### src/rtl/pipe_hazard_ctrl.sv
// ID/EX issue-stall controller: per-register pending-write scoreboard plus multi-cycle MUL sequencer.
// Optional HAZ_STATS_EN adds saturating stall_cnt / mul_stall_cnt counters.
module pipe_hazard_ctrl #(
  parameter int unsigned MUL_LATENCY = 4,
  parameter int unsigned REG_NUM     = 32
) (
  input  logic               clk,
  input  logic               rst,
  input  logic               id_valid,
  input  logic [4:0]         id_rs,
  input  logic [4:0]         id_rt,
  input  logic               id_rena1,
  input  logic               id_rena2,
  input  logic [4:0]         id_rd,
  input  logic               id_wena,
  input  logic               id_is_mul,
  input  logic               flush,
  input  logic               wb_wena,
  input  logic [4:0]         wb_rd,
  output logic               issue,
  output logic               stall,
  output logic               bubble,
  output logic               mul_start,
  output logic               mul_busy,
  output logic               mul_done,
  output logic [REG_NUM-1:0] sb_busy
`ifdef HAZ_STATS_EN
  ,
  output logic [31:0]        stall_cnt,
  output logic [31:0]        mul_stall_cnt
`endif
);

  localparam int unsigned CntW = 4;

  typedef enum logic [0:0] {StIdle, StRun} mul_state_e;

  mul_state_e         state_q, state_d;
  logic [CntW-1:0]    cnt_q, cnt_d;
  logic [REG_NUM-1:0] sb_q, sb_d;
  logic [REG_NUM-1:0] wb_hit;
  logic [REG_NUM-1:0] eff;
  logic               reg_hazard;
  logic               mul_hazard;
  logic               hazard;

  // Write-first register file: a same-cycle writeback already resolves the pending write.
  always_comb begin
    wb_hit = '0;
    for (int n = 1; n < int'(REG_NUM); n++) begin
      wb_hit[n] = wb_wena && (wb_rd == 5'(n));
    end
    eff = sb_q & ~wb_hit;
  end

  always_comb begin
    mul_busy   = (state_q == StRun);
    mul_done   = mul_busy && (cnt_q == '0);
    reg_hazard = (id_rena1 && (id_rs != 5'd0) && eff[id_rs]) ||
                 (id_rena2 && (id_rt != 5'd0) && eff[id_rt]) ||
                 (id_wena  && (id_rd != 5'd0) && eff[id_rd]);
    mul_hazard = id_is_mul && mul_busy && !mul_done;
    hazard     = reg_hazard || mul_hazard;
    issue      = !rst && id_valid && !flush && !hazard;
    stall      = !rst && id_valid && !flush && hazard;
    bubble     = !issue;
    mul_start  = issue && id_is_mul;
  end

  always_comb begin
    sb_d = sb_q & ~wb_hit;
    if (issue && id_wena && (id_rd != 5'd0)) begin
      sb_d[id_rd] = 1'b1;
    end
    sb_d[0] = 1'b0;
  end

  always_comb begin
    state_d = state_q;
    cnt_d   = cnt_q;
    unique case (state_q)
      StIdle: begin
        if (mul_start) begin
          state_d = StRun;
          cnt_d   = CntW'(MUL_LATENCY - 1);
        end
      end
      StRun: begin
        if (mul_start) begin
          // Back-to-back Mul: reload on the done cycle and stay in RUN.
          cnt_d = CntW'(MUL_LATENCY - 1);
        end else if (cnt_q == '0) begin
          state_d = StIdle;
        end else begin
          cnt_d = cnt_q - 1'b1;
        end
      end
      default: begin
        state_d = StIdle;
        cnt_d   = '0;
      end
    endcase
  end

  always_ff @(posedge clk) begin
    if (rst) begin
      state_q <= StIdle;
      cnt_q   <= '0;
      sb_q    <= '0;
    end else begin
      state_q <= state_d;
      cnt_q   <= cnt_d;
      sb_q    <= sb_d;
    end
  end

  assign sb_busy = sb_q;

`ifdef HAZ_STATS_EN
  logic [31:0] stall_cnt_q, stall_cnt_d;
  logic [31:0] mul_stall_cnt_q, mul_stall_cnt_d;

  always_comb begin
    stall_cnt_d     = stall_cnt_q;
    mul_stall_cnt_d = mul_stall_cnt_q;
    if (stall && (stall_cnt_q != 32'hFFFF_FFFF)) begin
      stall_cnt_d = stall_cnt_q + 32'd1;
    end
    // Counted only when MUL occupancy is the sole reason for the stall.
    if (stall && mul_hazard && !reg_hazard && (mul_stall_cnt_q != 32'hFFFF_FFFF)) begin
      mul_stall_cnt_d = mul_stall_cnt_q + 32'd1;
    end
  end

  always_ff @(posedge clk) begin
    if (rst) begin
      stall_cnt_q     <= '0;
      mul_stall_cnt_q <= '0;
    end else begin
      stall_cnt_q     <= stall_cnt_d;
      mul_stall_cnt_q <= mul_stall_cnt_d;
    end
  end

  assign stall_cnt     = stall_cnt_q;
  assign mul_stall_cnt = mul_stall_cnt_q;
`endif

endmodule
### config.mk
export PLATFORM = sky130hd
export DESIGN_NAME = pipe_hazard_ctrl
export DESIGN_NICKNAME = d
export VERILOG_FILES = /design/src/rtl/pipe_hazard_ctrl.sv
export SDC_FILE = /design/constraint.sdc
export NUM_CORES = 1
export LEC_CHECK = 0
export ABC_CLOCK_PERIOD_IN_PS = 7050
export CORE_ASPECT_RATIO = 1.4
export CORE_UTILIZATION = 53
export CTS_BUF_LIST = sky130_fd_sc_hd__clkbuf_2 sky130_fd_sc_hd__clkbuf_4 sky130_fd_sc_hd__clkbuf_8
export CTS_CLUSTER_SIZE = 24
export DETAILED_ROUTE_END_ITERATION = 16
export PLACE_DENSITY = 0.81
export SLEW_MARGIN = 20
export SYNTH_ARGS = -nofsm -noshare
export SYNTH_HDL_FRONTEND = slang
export SYNTH_SLANG_ARGS = --single-unit
### constraint.sdc
create_clock -name clk -period 7.05 [get_ports clk]
set_clock_uncertainty 0.15 [all_clocks]
set_input_delay 2.115 -clock clk [delete_from_list [all_inputs] [get_ports clk]]
set_output_delay 2.115 -clock clk [all_outputs]
set_load 0.005 [all_outputs]
==> summary.txt <==
FLOORPLAN
--------------------------------------------------------------------------------
Std-Cell Core Area                                                      5530 um2
Floorplan die area                                                      6100 um2
Die height                                                               92.0 um
Number of ports placed on the die boundary                                    67
Count of standard-cell rows                                                   32
Initial Util                                                               55.5%
Die width                                                                66.3 um

CLOCK TREE
--------------------------------------------------------------------------------
Count of hold-fix buffers inserted at cts                                      0
Max Buffers Root-to-Sink                                                       2
Clock Latency Late Sink                                                   290 ps
Number of buffers added by the clock tree synthesis step                       5
H-tree depth reported by CTS                                                   2
CTS Root Cell                                                           clkbuf_8
Clock net sink count                                                          36
TritonCTS clock tree                                                       built
Worst-path clk slew                                                        80 ps

STA
--------------------------------------------------------------------------------
Final number of max-transition violations                                      0
Final hold violations                                                          0
Fraction of the cycle the final worst path needs                           99.7%
Tightest slew margin relative to the limit                                 57.8%
Final-layout setup total negative slack                                     0 ps
Final setup violating endpoints                                                0
Final min period                                                         7030 ps
Fmax                                                                   0.142 GHz
Slew at the pin closest to its max-slew limit                             628 ps
Final worst slack                                                        22.6 ps
RSZ-0062 raised after global routing                                        true

WORST SETUP PATH
--------------------------------------------------------------------------------
Element type at the critical path start                             primary input
Startpoint-to-endpoint class of the critical path                   primary input to output port
Worst-path maximum fanout                                                     10
Crit. End Element                                                    output port
CP required                                                              4790 ps
Reg2reg setup slack                                                      3970 ps
Arrival time at the worst endpoint                                       4760 ps

LOGIC SYNTHESIS
--------------------------------------------------------------------------------
Post-Syn Nets                                                                439
Number of synthesized flops with an enable pin                                 0
Cell Area, Synth                                                        3070 um2
Proportion of synthesized chip area in sequential cells                    23.5%
Share of synthesized flip-flops with an asynchronous set or reset             0%
Unique masters post-synth                                                     57
Cell types with the highest counts after synthesis                  o21ai_0, dfxtp_1, nor2_1, o211ai_1, clkbuf_1
Most used flip-flop cell after synthesis                                 dfxtp_1
Gate Count Post-Synth                                                        409
Synth top area cells                                                dfxtp_1, o21ai_0, o211ai_1
Yosys top cell area share                                                  23.5%
Syn_area_per_cell                                                       7.50 um2
Number of synthesized register bits                                           36
Area leader, netlist                                                     dfxtp_1
Warnings, synthesis                                                            0
Most numerous cell in the Yosys netlist                                  o21ai_0

CELLS AND AREA
--------------------------------------------------------------------------------
Layout cells sized above 1                                                 27.9%
Post-layout nets                                                             573
Inserted Diodes                                                                0
Area growth syn-to-layout                                                  48.9%

DRT
--------------------------------------------------------------------------------
Drt wl/cell                                                              23.3 um
Detail Route Antenna Nets                                                      0
Average via count per standard cell                                         7.01
DRC violations left                                                            0
Initial DRC Count                                                            655
Number of iterations in the first detailed-routing pass                       10
Total detailed-routing wirelength                                       14300 um
Via count                                                                   4293

GLOBAL ROUTING
--------------------------------------------------------------------------------
Pin count of the biggest net entering global routing                          37
Wire length of the first global-routing pass                            22200 um
All-Layer GR Usage                                                         48.8%
Leftover overflow at the end of global routing                                 0
Vias in the first global route                                              4111
Initial antenna violation count                                                0

PWR
--------------------------------------------------------------------------------
Leak                                                                  0.00159 uW
Worst-case vdd ir drop                                                0.000150 V
Power density relative to cell area                                   117 nW/um2

PLACE
--------------------------------------------------------------------------------
Setup slack after placement                                              -413 ps
Half-perimeter wire length of the detailed placement result             10700 um
IO Port Bufs                                                                  65
Final Wtd Congestion                                                        1.10

FLOW RUN
--------------------------------------------------------------------------------
Max-cap violations                                                             0

MIN PATH
--------------------------------------------------------------------------------
Hold Crit Class                                                     flip-flop to flip-flop

OUTCOME
--------------------------------------------------------------------------------
Status                                                              finished clean

[report_power, final]
| part | switching [uW] | internal, uW | leakage (uW) |
|---|---|---|---|
| logic | 84.1 | 59.7 | 0.00125 |
| clock network | 78.8 | 105 | 0.0000541 |
| registers | 1.55 | 205 | 0.000290 |
| total | 164 | 369 | 0.00159 |
[per-layer routing]
layer / vias up / GRT usage (%) / wire length (um)
met5: - / 0 / 0
met1: 1928 / 56.0 / 5000
met4: 0 / 32.3 / 1250
li1: 1846 / - / -
met2: 399 / 75.4 / 6410
met3: 120 / 16.0 / 1610
[what timing repair did]
action                                  4_1_cts  5_1_grt
resized for setup                            31       15
pin swaps                                     4        6
buffers inserted                              2        2
endpoints found under the setup margin        4        4
[logic make-up (layout without fill, tap and decap cells)]
logic type      after synthesis  after routing  synth area share, %
simple gates                151            151                 26.5
compound gates              156            156                 34.8
buf+inv                      48            183                 6.81
flops                        36             36                 23.5
other cells                   1              1                0.122
fa+ha+maj                     1              1                0.408
xor+xnor                      6              6                 1.71
mux                          10             10                 6.20
[flip-flops by register name, summed over array words and instances (netlist names)]
signal    flops
cnt_q         4
mul_busy      1
sb_busy      31
[stage by stage]
step / area, um2 / power [uW] / hold WS, ps / std cells / utilization [%]
2_1_floorplan: 3070 / 280 / 354 / 409 / -
3_3_place_gp: 4360 / 340 / 393 / 600 / 78.9
3_5_place_dp: 4360 / 343 / 410 / 600 / 78.9
4_1_cts: 4530 / 524 / 429 / 610 / 82.0
5_1_grt: 4570 / 549 / 445 / 612 / 82.7
6_report: 4570 / 534 / 423 / 612 / 82.7
[critical path: stages]
cell,delay [ps]
dlygate4sd2_1,320
or4b_4,560
buf_4,170
o21ai_1,140
mux4_2,260
nand2_1,90
a211oi_2,320
o221ai_4,190
or3_1,330
dlygate4sd2_1,270
[layout by cell type (no fill, tap or decap), drive strengths merged, types with 8 or more instances in the layout]
cell / instances
buf: 99
clkdlybuf4s50: 55
nor2: 30
nand2: 24
o2111ai: 13
o211ai: 29
o31ai: 8
nor3: 22
o22ai: 16
nand3: 12
or2: 18
o21ai: 59
inv: 12
dfxtp: 36
[final cells by class]
class	count	area (um2)
multi-input combinational	325	2210
timing repair buffer	163	1400
fill	381	958
sequential	36	721
tap	68	85.1
clock buffer	5	68.8
inverter	12	45.0
clock inverter	3	42.5
[final timing paths]
| kind | from | to | cells after the start |
|---|---|---|---|
| worst max-delay path | wb_rd[4] | bubble | 10 |
| worst min-delay path | cnt_q[1] | cnt_q[1] | 2 |
| worst max register to register | cnt_q[0] | sb_busy[29] | 10 |
| worst min register to register | cnt_q[1] | cnt_q[1] | 2 |
Note: power is estimated with default switching activity, not from simulation.
